## src/rtl/nf10_encap_ipfix_pkg.sv

```systemverilog
// nf10_encap_ipfix_pkg: shared states, header constants and byte helper for the IPv4 fixup block
package nf10_encap_ipfix_pkg;
  typedef enum logic [1:0] {HEAD, HOLD, STREAM} state_t;
  localparam int ETH_HDR_LEN = 14;
  localparam int ENCAP_HDR_LEN = 34;
  localparam logic [15:0] ETHERTYPE_IPV4 = 16'h0800;
  localparam logic [7:0] IP_VER_IHL = 8'h45;
  localparam int OFS_ETHERTYPE = 12;
  localparam int OFS_TOTLEN = 16;
  localparam int OFS_CSUM = 24;
  function automatic logic [7:0] get_byte(input logic [255:0] d, input int k);
    return d[8*k+:8];
  endfunction
endpackage

```

## src/rtl/nf10_encap_ipfix_ip_hdr_csum.sv

```systemverilog
// ip_hdr_csum: folded, inverted one's-complement sum of ten 16-bit IPv4 header words
module ip_hdr_csum (
  input  logic [9:0][15:0] i_words,
  output logic [15:0]      o_csum
);
  logic [19:0] w_sum;
  logic [16:0] w_f1;
  logic [15:0] w_f2;
  // 20-bit accumulation; two folds always absorb every carry
  always_comb begin
    w_sum = '0;
    for (int i = 0; i < 10; i++) w_sum = w_sum + 20'(i_words[i]);
    w_f1 = 17'(w_sum[15:0]) + 17'(w_sum[19:16]);
    w_f2 = w_f1[15:0] + 16'(w_f1[16]);
    o_csum = ~w_f2;
  end
endmodule

```

## src/rtl/nf10_encap_ipfix.sv

```systemverilog
// nf10_encap_ipfix: fills IPv4 total length and checksum of encap frames; ENCAP_IPFIX_STATS_EN adds counters
module nf10_encap_ipfix
  import nf10_encap_ipfix_pkg::*;
#(
  parameter int C_M_AXIS_DATA_WIDTH = 256,
  parameter int C_S_AXIS_DATA_WIDTH = 256,
  parameter int C_M_AXIS_TUSER_WIDTH = 128,
  parameter int C_S_AXIS_TUSER_WIDTH = 128,
  parameter int TOTAL_LENGTH_POS = 0
) (
  input  logic                              axi_aclk,
  input  logic                              axi_reset,
`ifdef ENCAP_IPFIX_STATS_EN
  output logic [31:0]                       fixed_count,
  output logic [31:0]                       bypass_count,
`endif
  input  logic [C_S_AXIS_DATA_WIDTH-1:0]    s_axis_tdata,
  input  logic [C_S_AXIS_DATA_WIDTH/8-1:0]  s_axis_tstrb,
  input  logic [C_S_AXIS_TUSER_WIDTH-1:0]   s_axis_tuser,
  input  logic                              s_axis_tvalid,
  input  logic                              s_axis_tlast,
  output logic                              s_axis_tready,
  output logic [C_M_AXIS_DATA_WIDTH-1:0]    m_axis_tdata,
  output logic [C_M_AXIS_DATA_WIDTH/8-1:0]  m_axis_tstrb,
  output logic [C_M_AXIS_TUSER_WIDTH-1:0]   m_axis_tuser,
  output logic                              m_axis_tvalid,
  output logic                              m_axis_tlast,
  input  logic                              m_axis_tready
);
  state_t r_state, w_next;
  logic [C_S_AXIS_DATA_WIDTH-1:0] r_data;
  logic [C_S_AXIS_DATA_WIDTH/8-1:0] r_strb;
  logic [C_S_AXIS_TUSER_WIDTH-1:0] r_user;
  logic r_last, r_cand, w_cand;
  logic [15:0] w_len, w_tl, w_csum;
  logic [9:0][15:0] w_words;
  logic [C_M_AXIS_DATA_WIDTH-1:0] w_patched;
  assign w_len = s_axis_tuser[TOTAL_LENGTH_POS+:16];
  assign w_tl = r_user[TOTAL_LENGTH_POS+:16] - 16'(ETH_HDR_LEN);
  assign w_cand = &s_axis_tstrb && !s_axis_tlast
    && {get_byte(s_axis_tdata, OFS_ETHERTYPE), get_byte(s_axis_tdata, OFS_ETHERTYPE+1)} == ETHERTYPE_IPV4
    && get_byte(s_axis_tdata, ETH_HDR_LEN) == IP_VER_IHL
    && s_axis_tdata[8*OFS_TOTLEN+:16] == 16'h0 && s_axis_tdata[8*OFS_CSUM+:16] == 16'h0
    && w_len >= 16'(ENCAP_HDR_LEN);
  // header words from the held beat0, with the last word read live from the unconsumed beat1
  always_comb begin
    for (int i = 0; i < 9; i++)
      w_words[i] = {get_byte(r_data, ETH_HDR_LEN+2*i), get_byte(r_data, ETH_HDR_LEN+2*i+1)};
    w_words[1] = w_tl;
    w_words[5] = 16'h0;
    w_words[9] = {s_axis_tdata[7:0], s_axis_tdata[15:8]};
    w_patched = r_data;
    w_patched[8*OFS_TOTLEN+:16] = {w_tl[7:0], w_tl[15:8]};
    w_patched[8*OFS_CSUM+:16] = {w_csum[7:0], w_csum[15:8]};
  end
  ip_hdr_csum u_csum (.i_words(w_words), .o_csum(w_csum));
  // next state and stream muxing; reset forces both handshakes off
  always_comb begin
    w_next = r_state;
    s_axis_tready = 1'b0;
    m_axis_tvalid = 1'b0;
    m_axis_tdata = r_data;
    m_axis_tstrb = r_strb;
    m_axis_tuser = r_user;
    m_axis_tlast = r_last;
    case (r_state)
      HEAD: begin
        s_axis_tready = 1'b1;
        if (s_axis_tvalid) w_next = HOLD;
      end
      HOLD: begin
        m_axis_tvalid = r_cand ? s_axis_tvalid : 1'b1;
        m_axis_tdata = r_cand ? w_patched : r_data;
        if (m_axis_tvalid && m_axis_tready) w_next = r_last ? HEAD : STREAM;
      end
      default: begin
        s_axis_tready = m_axis_tready;
        m_axis_tvalid = s_axis_tvalid;
        m_axis_tdata = s_axis_tdata;
        m_axis_tstrb = s_axis_tstrb;
        m_axis_tuser = s_axis_tuser;
        m_axis_tlast = s_axis_tlast;
        if (s_axis_tvalid && m_axis_tready && s_axis_tlast) w_next = HEAD;
      end
    endcase
    if (axi_reset) begin
      s_axis_tready = 1'b0;
      m_axis_tvalid = 1'b0;
    end
  end
  // state register and beat0 hold register
  always_ff @(posedge axi_aclk) begin
    if (axi_reset) begin
      r_state <= HEAD;
      r_data <= '0;
      r_strb <= '0;
      r_user <= '0;
      r_last <= 1'b0;
      r_cand <= 1'b0;
    end else begin
      r_state <= w_next;
      if (r_state == HEAD && s_axis_tvalid) begin
        r_data <= s_axis_tdata;
        r_strb <= s_axis_tstrb;
        r_user <= s_axis_tuser;
        r_last <= s_axis_tlast;
        r_cand <= w_cand;
      end
    end
  end
`ifdef ENCAP_IPFIX_STATS_EN
  logic w_beat0_fire;
  assign w_beat0_fire = r_state == HOLD && m_axis_tvalid && m_axis_tready;
  // per-frame statistics on the beat0 master handshake
  always_ff @(posedge axi_aclk) begin
    if (axi_reset) begin
      fixed_count <= '0;
      bypass_count <= '0;
    end else if (w_beat0_fire) begin
      if (r_cand) fixed_count <= fixed_count + 32'd1;
      else bypass_count <= bypass_count + 32'd1;
    end
  end
`else
`endif
endmodule

```

## config.mk

```make
export PLATFORM = sky130hd
export DESIGN_NAME = nf10_encap_ipfix
export DESIGN_NICKNAME = d
export VERILOG_FILES = /design/src/rtl/nf10_encap_ipfix_pkg.sv /design/src/rtl/nf10_encap_ipfix_ip_hdr_csum.sv /design/src/rtl/nf10_encap_ipfix.sv
export SDC_FILE = /design/constraint.sdc
export NUM_CORES = 1
export LEC_CHECK = 0
export BUFFER_PORTS_ARGS = -buffer_cell sky130_fd_sc_hd__buf_2
export CAP_MARGIN = 30
export CORE_AREA = 3 3 321 323
export CTS_BUF_LIST = sky130_fd_sc_hd__clkbuf_4 sky130_fd_sc_hd__clkbuf_8 sky130_fd_sc_hd__clkbuf_16
export DETAILED_ROUTE_END_ITERATION = 10
export DIE_AREA = 0 0 324 326
export PLACE_DENSITY = 0.48
export SKIP_CTS_REPAIR_TIMING = 1
export SYNTH_ARGS = -nofsm -noshare
export SYNTH_HDL_FRONTEND = slang
export SYNTH_HIERARCHICAL = 1
export SYNTH_SLANG_ARGS = --single-unit
```

## constraint.sdc

```tcl
create_clock -name axi_aclk -period 10.3 [get_ports axi_aclk]
set_input_delay 1.03 -clock axi_aclk [delete_from_list [all_inputs] [get_ports axi_aclk]]
set_output_delay 1.03 -clock axi_aclk [all_outputs]
set_load 0.1 [all_outputs]
```

=== After elaboration in Yosys (flattened, before gate mapping) ===
Cells that the tools add are included.
W data, S select, Z words.

* Add/sub/neg operators: 11
* $lt $le $gt $ge: 1
* Equal/unequal tests: 5
* Muxes and demuxes: 15
* Bitwise logic cells: 1
* Reduce and logical (&&, ||, !) cells: 18

{| class="wikitable"
|+ Operators by type and width
! kind !! count
|-
| $pmux W256 S2 || 1
|-
| $mux W208 || 1
|-
| $add A20 B16 Y20 || 7
|-
| $mux W128 || 1
|-
| $logic_not A16 Y1 || 2
|-
| $mux W32 || 1
|-
| $reduce_and A32 Y1 || 1
|-
| $add A16 B16 Y17 || 1
|-
| $add A16 B4 Y17 || 1
|-
| $add A16 B1 Y16 || 1
|-
| $eq A16 B12 Y1 const B || 1
|-
| $ge A16 B6 Y1 const B || 1
|-
| $not A16 Y16 || 1
|-
| $sub A16 B4 Y16 const B || 1
|-
| $logic_and A1 B1 Y1 || 10
|-
| $eq A8 B7 Y1 const B || 1
|-
| $mux W2 || 4
|-
| $mux W1 || 4
|-
| $ne A2 B2 Y1 const B || 2
|-
| $pmux W1 S2 || 2
|-
| $pmux W2 S2 || 1
|-
| $reduce_and A3 Y1 || 1
|-
| $reduce_bool A3 Y1 || 1
|-
| $eq A2 B1 Y1 const B || 1
|-
| other kinds (3) || 3
|}

* Bits in registers: 420
* Input port bits: 421
* Output and inout port bits: 419

=== Logic depth before layout (Yosys ltp) ===
* Depth in word-level cells: 14
* Gate-level depth with buffers: 42
* Depth with buffers taken out: 41

=== By module ===
Netlist, hierarchy kept.

{| class="wikitable"
|+ Modules (own cells, without submodules)
! module !! instances !! cells an instance !! area an instance (µm²) !! sequential area each (µm²)
|-
| nf10_encap_ipfix || 1 || 2446 || 19962.9 || 8408.1
|-
| ip_hdr_csum || 1 || 480 || 4674.5 || 0.0
|}

=== Worst setup path after synthesis ===
OpenSTA, ideal clock, no wires.

* Path kind: reg-to-output
* Start point: register r_user[6]
* End point: output m_axis_tdata[198]
* Arrival: 10.904 ns
* Slack: -1.634 ns
* Cell stages (with the launch flop): 42
* Path buffers: 0
* Cell sequence: dfxtp_1 > or4_4 > nand2b_4 > or3_1 > xor2_1 > inv_1 > inv_1 > fa_1 > inv_1 > fa_1 > fa_1 > fa_1 > inv_1 > fa_1 > inv_1 > ha_1 > and3_1 > o21ai_1 > [... 6 more ...] > inv_1 > fa_1 > nor2b_1 > o21ai_0 > nand2b_1 > and3b_2 > and4_2 > nand2_1 > nor2_1 > ha_1 > ha_1 > nand3_1 > or3_4 > or4_4 > nor3_2 > xor2_1 > mux2i_1 > o21ai_0

* Longest elaborated chain between the ends: 14

{| class="wikitable"
|+ Ends and longest elaborated chain
! what !! RTL line !! text
|-
| start: declaration || nf10_encap_ipfix.sv:33 || <nowiki>logic [C_S_AXIS_TUSER_WIDTH-1:0] r_user;</nowiki>
|-
| start signal: assignment || nf10_encap_ipfix.sv:105 || <nowiki>r_user <= s_axis_tuser;</nowiki>
|-
| $sub A16 B4 Y16 || nf10_encap_ipfix.sv:39 || <nowiki>assign w_tl = r_user[TOTAL_LENGTH_POS+:16] - 16'(ETH_HDR_LEN);</nowiki>
|-
| via w_tl[12] || nf10_encap_ipfix.sv:35 || <nowiki>logic [15:0] w_len, w_tl, w_csum;</nowiki>
|-
| $add A16 B16 Y17 || nf10_encap_ipfix_ip_hdr_csum.sv:12 || <nowiki>for (int i = 0; i < 10; i++) w_sum = w_sum + 20'(i_words[i]);</nowiki>
|-
| $add A20 B16 Y20 (7 in a row) || nf10_encap_ipfix_ip_hdr_csum.sv:12 ||
|-
| $add A16 B4 Y17 || nf10_encap_ipfix_ip_hdr_csum.sv:13 || <nowiki>w_f1 = 17'(w_sum[15:0]) + 17'(w_sum[19:16]);</nowiki>
|-
| $add A16 B1 Y16 || nf10_encap_ipfix_ip_hdr_csum.sv:14 || <nowiki>w_f2 = w_f1[15:0] + 16'(w_f1[16]);</nowiki>
|-
| $not A16 Y16 || nf10_encap_ipfix_ip_hdr_csum.sv:15 || <nowiki>o_csum = ~w_f2;</nowiki>
|-
| via w_csum[14] || nf10_encap_ipfix.sv:35 ||
|-
| $mux W208 || nf10_encap_ipfix.sv:73 || <nowiki>m_axis_tdata = r_cand ? w_patched : r_data;</nowiki>
|-
| $pmux W256 S2 || nf10_encap_ipfix.sv:66 || <nowiki>case (r_state)</nowiki>
|-
| end: declaration || nf10_encap_ipfix.sv:23 || <nowiki>output logic [C_M_AXIS_DATA_WIDTH-1:0] m_axis_tdata,</nowiki>
|}

The timed path passes the listed nets, and every way through them passes these cells.

=== Final worst setup path ===
* Start point: register r_user[9]
* End point: output m_axis_tdata[198]

The elaborated chain is that of the path after synthesis.

==> run summary <==
Outcome -> complete, but fails checks
DR WL/cell -> 22.23 um
Slowest cell on the critical path -> fa_1
Num CTS Buffers -> 54
Tightest Hold Check Type -> flip-flop to flip-flop
DRT iter0 DRCs -> 1543
VDD IR max -> 0.4126 mV
Most common cell after layout, fill and taps aside -> nand2_1
Die ar. -> 105600 um2
Port Buffers -> 839
#FFs+latches synth -> 420
Cells after synthesis -> 2926
CP Data Arrival Time -> 9650 ps
Setup WS post-layout -> -379.3 ps
Maximum clock path buffer count -> 3
Tot Pwr -> 12.40 mW
P_leak -> 15.17 nW
Max Clock Freq -> 93.64 MHz
Post-synthesis cell area -> 24640 um2
Clk Latency, worst-skew pair -> 650 ps
Max_cap viols -> 0
Final WL -> 113100 um
Sequential area share after synthesis -> 34.13%
Most frequent CP cell -> fa_1
Area delta synth->final -> 34.16%
Post-DP Area -> 30700 um2
Maximum fanout along the worst path -> 3
Post-route DRC violation count -> 0
CTS tree -> built
Least-Margin Pin Slew -> 1190 ps
Setup Viol. Count Final -> 7
Fin. Hold Viols -> 0
DR vias -> 23.43k
FP Rows -> 116
Req. time, crit path -> 9270 ps
GRT Overall Usage -> 20.28%
Max_slew headroom -> 20.67%
Largest net degree at the start of global routing -> 218
Syn. warnings -> 6
Crit. End Element -> primary output
Layout cells sized above 1 -> 39.89%
Most frequent cells in the layout -> nand2_1, buf_2, a21oi_1
DRT antenna net count -> 0
Nets -> 4306
Failing checks -> negative setup slack
RSZ-0062 raised after global routing -> yes
Pre-CTS setup slack -> -108.7 ps
Avg Inst Size Synth -> 8.420 um2
Final Critical Period -> 10680 ps
Vias/cell -> 4.608
Chip Width -> 324 um
Max incr delay on CP -> 540 ps
Final Cell Area -> 33050 um2
Kind of critical path -> flip-flop to primary output
Num Clock Sinks -> 420
First-pass GRT wire length -> 156700 um
Final Max Slew Viols -> 0
Ports -> 840
Initial Util -> 24.60%
Global route overflow -> 0
Final hold slack -> 451.8 ps
Number of synthesized flops with an enable pin -> 0
Period utilisation layout -> 103.7%
Post-DP HPWL -> 86960 um
Crit start category -> flip-flop
Die Height -> 326 um
Asr flop ratio synth -> 0%
Cell variety after synth -> 65
Clock Skew -> 17.84 ps
Power Dens Cells -> 375.0 nW/um2
Worst reg-to-reg setup slack -> 6420 ps
Vias in the first global route -> 22.32k
Reg clk slew, reported paths -> 60 ps
Total core area -> 100100 um2
Initial antenna violation count -> 35
CTS Root Cell -> clkbuf_16
Synth Flop Type -> dfxtp_1
Final Wtd Congestion -> 0.8658
Drt pass-1 iters -> 5
# H-tree levels -> 2
-- flip-flops by register name (all words and copies together), names as in the netlist --
| name | cells |
|---|---|
| r_cand | 1 |
| r_user | 128 |
| r_last | 1 |
| r_data | 256 |
| r_strb | 32 |
| r_state | 2 |
-- per-stage QoR --
step                util, %  cells  TNS (ps)
finish                33.01   5085     -1610
global route          32.99   5078     -7130
CTS                   32.49   5053     -6999
detailed placement    30.65   4954    -143.0
global placement      30.60   4952         0
floorplan                 -   2941    -357.8
-- cell usage after synthesis (all sizes together) (4+ instances only) --
cell type,instances,area share [%]
nor4,16,0.46
ha,34,1.7
mux2i,29,1.2
buf,30,0.60
dfxtp,420,34
nand4,17,0.43
nor3,7,0.18
inv,155,2.4
nand3,10,0.20
nor2b,4,0.10
fa,126,10
nand2,887,14
clkbuf,168,2.6
nand2b,5,0.16
and3,4,0.10
nor3b,4,0.14
a21o,8,0.25
o21ai,43,0.89
nor2,30,0.47
mux2,384,18
a21oi,440,8.9
or4,6,0.21
xnor2,28,1.1
xor2,25,0.89
-- final cells by class --
type                    instances  area, um2
well taps                    1298       1624
clock inverters                20      220.2
flip-flops and latches        420       8417
diodes                         19      47.55
repair buffers                926       5195
clock buffers                  79       1620
fillers                     10753      67090
inverters                     155      581.8
multi-input cells            2168      15350
-- critical path: cells and delay by family (launching register included) --
kind,cells,cell delay [ps]
XOR/XNOR,3,520
AND/OR/NAND/NOR,15,3180
adder cells (fa/ha/maj),10,3700
flip-flops,1,320
AO/OA/AOI/OAI,6,650
multiplexers,1,110
buffers and inverters,7,530
-- logic make-up after synthesis --
family / count (synthesis) / synth area share, %
XOR/XNOR: 53 / 1.976
buffers and inverters: 353 / 5.520
multiplexers: 413 / 18.73
adder cells (fa/ha/maj): 160 / 11.96
other: 1 / 0.01522
AO/OA/AOI/OAI: 519 / 11.12
AND/OR/NAND/NOR: 1007 / 16.55
flip-flops: 420 / 34.13
-- metal layers --
| layer | track usage [%] | vias to the layer above | part of all wire, % |
|---|---|---|---|
| li1 | - | 11283 | - |
| met1 | 23.73 | 11218 | 39 |
| met2 | 35.35 | 758 | 50 |
| met3 | 5.318 | 162 | 7.1 |
| met4 | 7.428 | 10 | 3.6 |
| met5 | 0 | - | 0.060 |
-- path summary, 6_finish.rpt --
check,from,to,cells after the start
setup / recovery,r_user[9],m_axis_tdata[198],42
hold reg to reg,r_data[8],r_data[8],2
hold / removal,r_data[8],r_data[8],2
setup reg to reg,r_state[1],r_strb[31],6
-- power by group --
part	total [mW]	internal [mW]	switching, mW
clock	1.98	1.17	0.816
sequential	1.82	1.73	0.0842
combinational	8.59	3.27	5.32
Power figures use the tool's default switching activity.
